### config.mk
export PLATFORM = sky130hd
export DESIGN_NAME = data_writeback_cache_controller
export DESIGN_NICKNAME = d
export VERILOG_FILES = /design/src/rtl/data_writeback_cache_controller.sv
export SDC_FILE = /design/constraint.sdc
export NUM_CORES = 1
export LEC_CHECK = 0
export BUFFER_PORTS_ARGS = -buffer_cell sky130_fd_sc_hd__clkbuf_2
export CAP_MARGIN = 30
export CORE_UTILIZATION = 43
export CTS_CLUSTER_DIAMETER = 40
export CTS_CLUSTER_SIZE = 8
export DETAILED_ROUTE_END_ITERATION = 10
export PLACE_DENSITY = 0.85
export SKIP_CTS_REPAIR_TIMING = 1
export SLEW_MARGIN = 15
export SYNTH_ARGS = -nofsm -noshare
export SYNTH_HDL_FRONTEND = slang
export SYNTH_SLANG_ARGS = --single-unit
export TNS_END_PERCENT = 100
### constraint.sdc
create_clock -name clk -period 3.55 [get_ports clk]
set_input_delay 0.5325 -clock clk [delete_from_list [all_inputs] [get_ports clk]]
set_output_delay 0.5325 -clock clk [all_outputs]
set_load 0.02 [all_outputs]
### src/rtl/data_writeback_cache_controller.sv
// Hit/miss sequencer for the 2-way write-back LRU data cache: store hits write in one cycle,
// misses evict (writing back a dirty victim) and refill the block from the bus while stalling the pipe.
module data_writeback_cache_controller #(
  parameter int tbits = 14,
  parameter int bsize = 4
) (
  input  logic             clk,
  input  logic             reset,
  input  logic             MemRE,
  input  logic             MemWE,
  input  logic [tbits-1:0] PhysTag,
  input  logic             W1V,
  input  logic             W2V,
  input  logic             W1D,
  input  logic             W2D,
  input  logic [tbits-1:0] W1Tag,
  input  logic [tbits-1:0] W2Tag,
  input  logic             CurrLRU,
  input  logic             BusReady,
  output logic             W1WE,
  output logic             W2WE,
  output logic             DirtyIn,
  output logic             vin,
  output logic             UseBusWD,
  output logic             FullMask,
  output logic [1:0]       WordOffset,
  output logic             UseCount,
  output logic             WaySel,
  output logic             UseVictimTag,
  output logic             BusRE,
  output logic             BusWE,
  output logic             Stall
);
  localparam int cw = (bsize > 1) ? $clog2(bsize) : 1;

  typedef enum logic [1:0] {READY, WRITEBACK, FILL} state_t;

  state_t        state;
  logic [cw-1:0] count;
  logic          victim;

  logic hit1, hit2, hit, req, miss, vsel, last;

  assign hit1 = W1V && (W1Tag == PhysTag);
  assign hit2 = W2V && (W2Tag == PhysTag);
  assign hit  = hit1 | hit2;
  assign req  = MemRE | MemWE;
  assign miss = req & ~hit;
  // Fill an empty way first; otherwise evict the way that was not written most recently.
  assign vsel = !W1V ? 1'b0 : (!W2V ? 1'b1 : ~CurrLRU);
  assign last = (count == cw'(bsize - 1));

  always_ff @(posedge clk) begin
    if (reset) begin
      state  <= READY;
      count  <= '0;
      victim <= 1'b0;
    end else begin
      case (state)
        READY: begin
          if (miss) begin
            victim <= vsel;
            count  <= '0;
            state  <= (vsel ? W2D : W1D) ? WRITEBACK : FILL;
          end
        end
        WRITEBACK: begin
          if (BusReady) begin
            count <= last ? '0 : count + 1'b1;
            if (last) state <= FILL;
          end
        end
        FILL: begin
          if (BusReady) begin
            count <= last ? '0 : count + 1'b1;
            if (last) state <= READY;
          end
        end
        default: state <= READY;
      endcase
    end
  end

  always_comb begin
    W1WE         = 1'b0;
    W2WE         = 1'b0;
    DirtyIn      = 1'b0;
    vin          = 1'b0;
    UseBusWD     = 1'b0;
    FullMask     = 1'b0;
    WordOffset   = 2'b00;
    UseCount     = 1'b0;
    WaySel       = 1'b0;
    UseVictimTag = 1'b0;
    BusRE        = 1'b0;
    BusWE        = 1'b0;
    Stall        = 1'b0;
    case (state)
      READY: begin
        if (req) begin
          WaySel = ~hit1 & hit2;
          Stall  = miss;
          if (MemWE && hit) begin
            W1WE    = hit1;
            W2WE    = ~hit1 & hit2;
            DirtyIn = 1'b1;
            vin     = 1'b1;
          end
        end
      end
      WRITEBACK: begin
        Stall        = 1'b1;
        BusWE        = 1'b1;
        UseVictimTag = 1'b1;
        UseCount     = 1'b1;
        WordOffset   = 2'(count);
        WaySel       = victim;
      end
      FILL: begin
        Stall      = 1'b1;
        BusRE      = 1'b1;
        UseCount   = 1'b1;
        WordOffset = 2'(count);
        if (BusReady) begin
          W1WE     = ~victim;
          W2WE     = victim;
          UseBusWD = 1'b1;
          FullMask = 1'b1;
          vin      = 1'b1;
        end
      end
      default: ;
    endcase
  end
endmodule

== Word level (Yosys, flattened, before mapping) ==
Index checks and enable logic that the tools add are counted.

* Register bits after elaboration: 5
* Output and inout bits: 14
* Bits of input ports: 52

* Add/sub/neg operators: 1
* Eq/ne operators: 11
* Multiplexer cells: 36
* Bitwise operators: 8
* Reduce and logical (&&, ||, !) cells: 9

{| class="wikitable"
|+ Operators by type and width
! operator !! count
|-
| $eq A14 B14 Y1 || 2
|-
| $mux W2 || 10
|-
| $mux W1 || 19
|-
| $ne A2 B2 Y1 const B || 5
|-
| $pmux W1 S2 || 5
|-
| $pmux W2 S3 || 1
|-
| $reduce_and A5 Y1 || 1
|-
| $eq A2 B2 Y1 const B || 2
|-
| $not A1 Y1 || 4
|-
| $pmux W2 S2 || 1
|-
| $logic_and A1 B1 Y1 || 3
|-
| $reduce_and A3 Y1 || 1
|-
| $add A2 B1 Y2 const B || 1
|-
| $and A1 B1 Y1 || 2
|-
| $eq A2 B1 Y1 const B || 1
|-
| $logic_not A2 Y1 || 1
|-
| $ne A2 B1 Y1 const B || 1
|-
| $or A1 B1 Y1 || 2
|-
| $reduce_and A2 Y1 || 1
|-
| $reduce_bool A2 Y1 || 1
|-
| $reduce_or A2 Y1 || 1
|}

== Longest topological paths before layout ==
* Word-level depth: 7
* Depth in mapped cells: 6

== Least setup slack after synthesis ==
No wires, ideal clock.

* Path kind: in2out
* Start point: input W1Tag[9]
* End point: output Stall
* Path buffers: 0
* Cell stages on the path: 5
* Path slack: 1343 ps
* Arrival time: 1674 ps
* Required time: 3017 ps
* Cells stage by stage: xnor2_1 nand4_1 o41ai_4 nor3_1 o21ba_1

* Word-level cells in the longest chain between the ends: 7

{| class="wikitable"
|+ Ends and longest elaborated chain
! item !! RTL line !! RTL
|-
| start, declared || 16 || <nowiki>input logic [tbits-1:0] W1Tag,</nowiki>
|-
| $eq A14 B14 Y1 || 44 || <nowiki>assign hit1 = W1V && (W1Tag == PhysTag);</nowiki>
|-
| $logic_and A1 B1 Y1 || 44 ||
|-
| $or A1 B1 Y1 || 46 || <nowiki>assign hit = hit1 | hit2;</nowiki>
|-
| $not A1 Y1 || 48 || <nowiki>assign miss = req & ~hit;</nowiki>
|-
| $and A1 B1 Y1 || 48 ||
|-
| $mux W1 || 100 || <nowiki>if (req) begin</nowiki>
|-
| $pmux W1 S2 || 98 || <nowiki>case (state)</nowiki>
|-
| end, declared || 32 || <nowiki>output logic Stall</nowiki>
|}

No other way between the ends.

== Worst setup path in the final report ==
* Start point: input PhysTag[4]
* End point: output W2WE

* Word-level cells in the longest chain between the ends: 7
* Elaborated cells on any way between the ends: 11

{| class="wikitable"
|+ Ends and longest elaborated chain
! item !! RTL line !! RTL
|-
| start, declared || 11 || <nowiki>input logic [tbits-1:0] PhysTag,</nowiki>
|-
| $eq A14 B14 Y1 (on tied branches) || 44, 45 ||
|-
| $logic_and A1 B1 Y1 (on tied branches) || 44, 45 ||
|-
| $or A1 B1 Y1 / $not A1 Y1 (equally long branches) || 46, 105 ||
|-
| $logic_and A1 B1 Y1 / $and A1 B1 Y1 (equally long branches) || 103, 105 ||
|-
| $mux W1 (*) || 103 || <nowiki>if (MemWE && hit) begin</nowiki>
|-
| $mux W1 (*) || 100 ||
|-
| $pmux W1 S2 (*) || 98 ||
|-
| end, declared || 21 || <nowiki>output logic W2WE,</nowiki>
|}

Every way passes the cells marked *; elsewhere a longest branch is shown, timed or not.

==> flow_summary.yaml <==
placement:
  hpwl_um: 2380
  portBuffers: 65
  place_inst: 202
  place_congestion: 0.845
yosys:
  syn_area_per_cell_um2: 8.01
  postSynthCellCount: 112
  synth.area.mux_share: 0.0614
  synth_top_family_by_area: "simple AND/OR/NAND/NOR gates"
  synth.most_common_cell: "xnor2_1"
  syn_nets: 169
  synthSimpleGateAreaFrac: 0.300
  ys_warn_count: 0
  ys_seq_area_frac: 0.112
  ys_types: 32
  yosys.area.top_type: "xnor2_1"
  synth_xor_area_frac: 0.298
  synth_area_leaders: "xnor2_1, dfxtp_1, nand4_1"
  yosys.area_share.adder: 0.0697
  ys.flop_type: "dfxtp_1"
  yosysTopAreaCellShare: 0.244
  synth_common_cells: "xnor2_1, nand4_1, nand2_1, nand3_1"
  async_reset_ff_frac: 0
  synth_area_um2: 897
  synth_edf_count: 0
  synth-seq-cells: 5
  synth_compound_area_frac: 0.121
clock_network:
  numCtsBuffers: 3
  h-tree-depth: 1
  cts_tree: "yes"
  clockBufferDepth: 2
  cts_root_buf: "clkbuf_4"
  clk_pin_slew_ns: 0.04
  cts_sinks: 5
  insertion_delay_ns: 0.24
sta:
  rsz0062_at_grt: "false"
  finalCritPeriodShare: 0.720
  clock_skew_ns: 0.00490
  hold_viol: 0
  maxSlewHeadroom: 0.713
  max_freq_mhz: 391
  final.setup.tns_ns: 0
  finalSetupViolCount: 0
  worst_slew_pin_slew_ns: 0.427
  slew_viol_final: 0
  finalCriticalPeriod_ns: 2.56
power:
  power_density_nw_per_um2: 421
  irDropWorstVdd_uv: 400
  p_leak_nw: 0.622
global_routing:
  antenna_found_initial: 0
  grt_pass1_wl_um: 4170
  grt_max_degree: 9
  overflow: 0
  grt.total_usage: 0.265
  grt_pass1_vias: 1061
finish:
  area_growth_pct: 41.3
  finalNonFillerCells: 206
  finish.net_count: 237
  drive_gt1_frac: 0.413
  n_antenna_cell: 0
  nFillCells: 188
floorplanning:
  die_w_um: 47.7
  die_area_um2: 2270
  core_um2: 1960
  die_y_um: 47.7
  core.rowCount: 16
  ios: 66
  start_util: 0.457
critical_path:
  cpMostUsedCell: "clkbuf_2"
  max_stage_delay_ns: 0.48
  crit_required_ns: 3.02
  critPathMaxFanout: 5
  slowest_stage: "nor4_2"
  cp_data_arrival_time_ns: 2.02
  crit_path_start_kind: "input port"
  endpoint_kind: "output pin"
  path_cells: "clkbuf_2 -> xnor2_1 -> nand4_1 -> nor4_2 -> nor3b_1 -> a21o_1 -> clkbuf_2"
  critPathKind: "in2out"
routing:
  viasPerCell: 5.27
  wire_per_inst_um: 13.1
  first_iter_violations: 23
  antenna_left: 0
  drc: 0
  via_count: 1085
  dr.pass1.iters: 5
  drt_wl_total_um: 2710
hold_path:
  hp-class: "reg2reg"
run:
  drv_cap: 0
status:
  outcome: "finished clean"
-- layout make-up --
cell class | instances | area, µm² | share of cell area
timing repair buffer | 65 | 325 | 0.257
inverter | 5 | 18.8 | 0.0148
multi-input combinational | 100 | 763 | 0.602
tap | 27 | 33.8 | 0.0267
clock buffer | 4 | 26.3 | 0.0207
sequential | 5 | 100 | 0.0790
-- stage by stage --
step                      hold slack [ns]  setup slack, ns   util  cell area, µm²  power (W)
after floorplan                     0.447             1.34      -             897   0.000356
after global placement              0.461             1.02  0.633            1240   0.000454
after detailed placement            0.471            0.991  0.633            1240   0.000465
after CTS                           0.479            0.984  0.646            1270   0.000536
after global routing                0.505            0.829  0.646            1270   0.000581
final                               0.479            0.994  0.646            1270   0.000534
-- report_power, final --
part	leakage [nW]	switching, W	internal (W)	total [W]
sequential	0.0409	0.0000171	0.0000729	0.0000900
combinational	0.566	0.000220	0.000156	0.000376
clock	0.0150	0.0000254	0.0000426	0.0000680
-- worst paths after layout --
path	startpoint	end	slack, ns	cells after the start
setup / recovery	PhysTag[4]	W2WE	0.99	7
hold / removal	count[1]	count[1]	0.48	2
setup reg to reg	state[1]	state[0]	1.82	6
hold reg to reg	count[1]	count[1]	0.48	2
-- logic make-up after synthesis --
family / count (synthesis)
buffers and inverters: 7
xor gates and xnor gates: 28
AOI/OAI and AO/OA: 13
muxes: 5
and+or+nand+nor: 49
adders and majority gates: 5
DFF: 5
-- metal layers --
layer / up-vias / GRT usage / wire (µm)
li1: 538 / - / -
met1: 494 / 0.243 / 981
met2: 49 / 0.496 / 1520
met3: 4 / 0.0755 / 176
met4: 0 / 0.189 / 23
met5: - / 0 / 0
-- state kept, by name, summed over array words and instances (netlist names) --
| signal | cells |
|---|---|
| count | 2 |
| victim | 1 |
| state | 2 |
-- cells in the final DEF, fill, tap and decap left out, types with 2 or more instances in the layout --
| cell | instances |
|---|---|
| and2_1 | 4 |
| inv_1 | 5 |
| ha_1 | 5 |
| nor4_1 | 3 |
| nand3_1 | 8 |
| xnor2_2 | 3 |
| mux2i_1 | 4 |
| nor2_1 | 3 |
| o21ai_1 | 3 |
| clkbuf_2 | 65 |
| o21ai_0 | 2 |
| xnor2_1 | 25 |
| nand2_1 | 11 |
| dfxtp_1 | 5 |
| nand4_1 | 12 |
| clkbuf_4 | 3 |
-- critical path, delay by kind of cell --
family / cells / cell delay [ns]
simple gates: 3 / 0.91
buf+inv: 2 / 0.26
xor+xnor: 1 / 0.21
compound gates: 1 / 0.10
(Power assumes the default switching activity.)
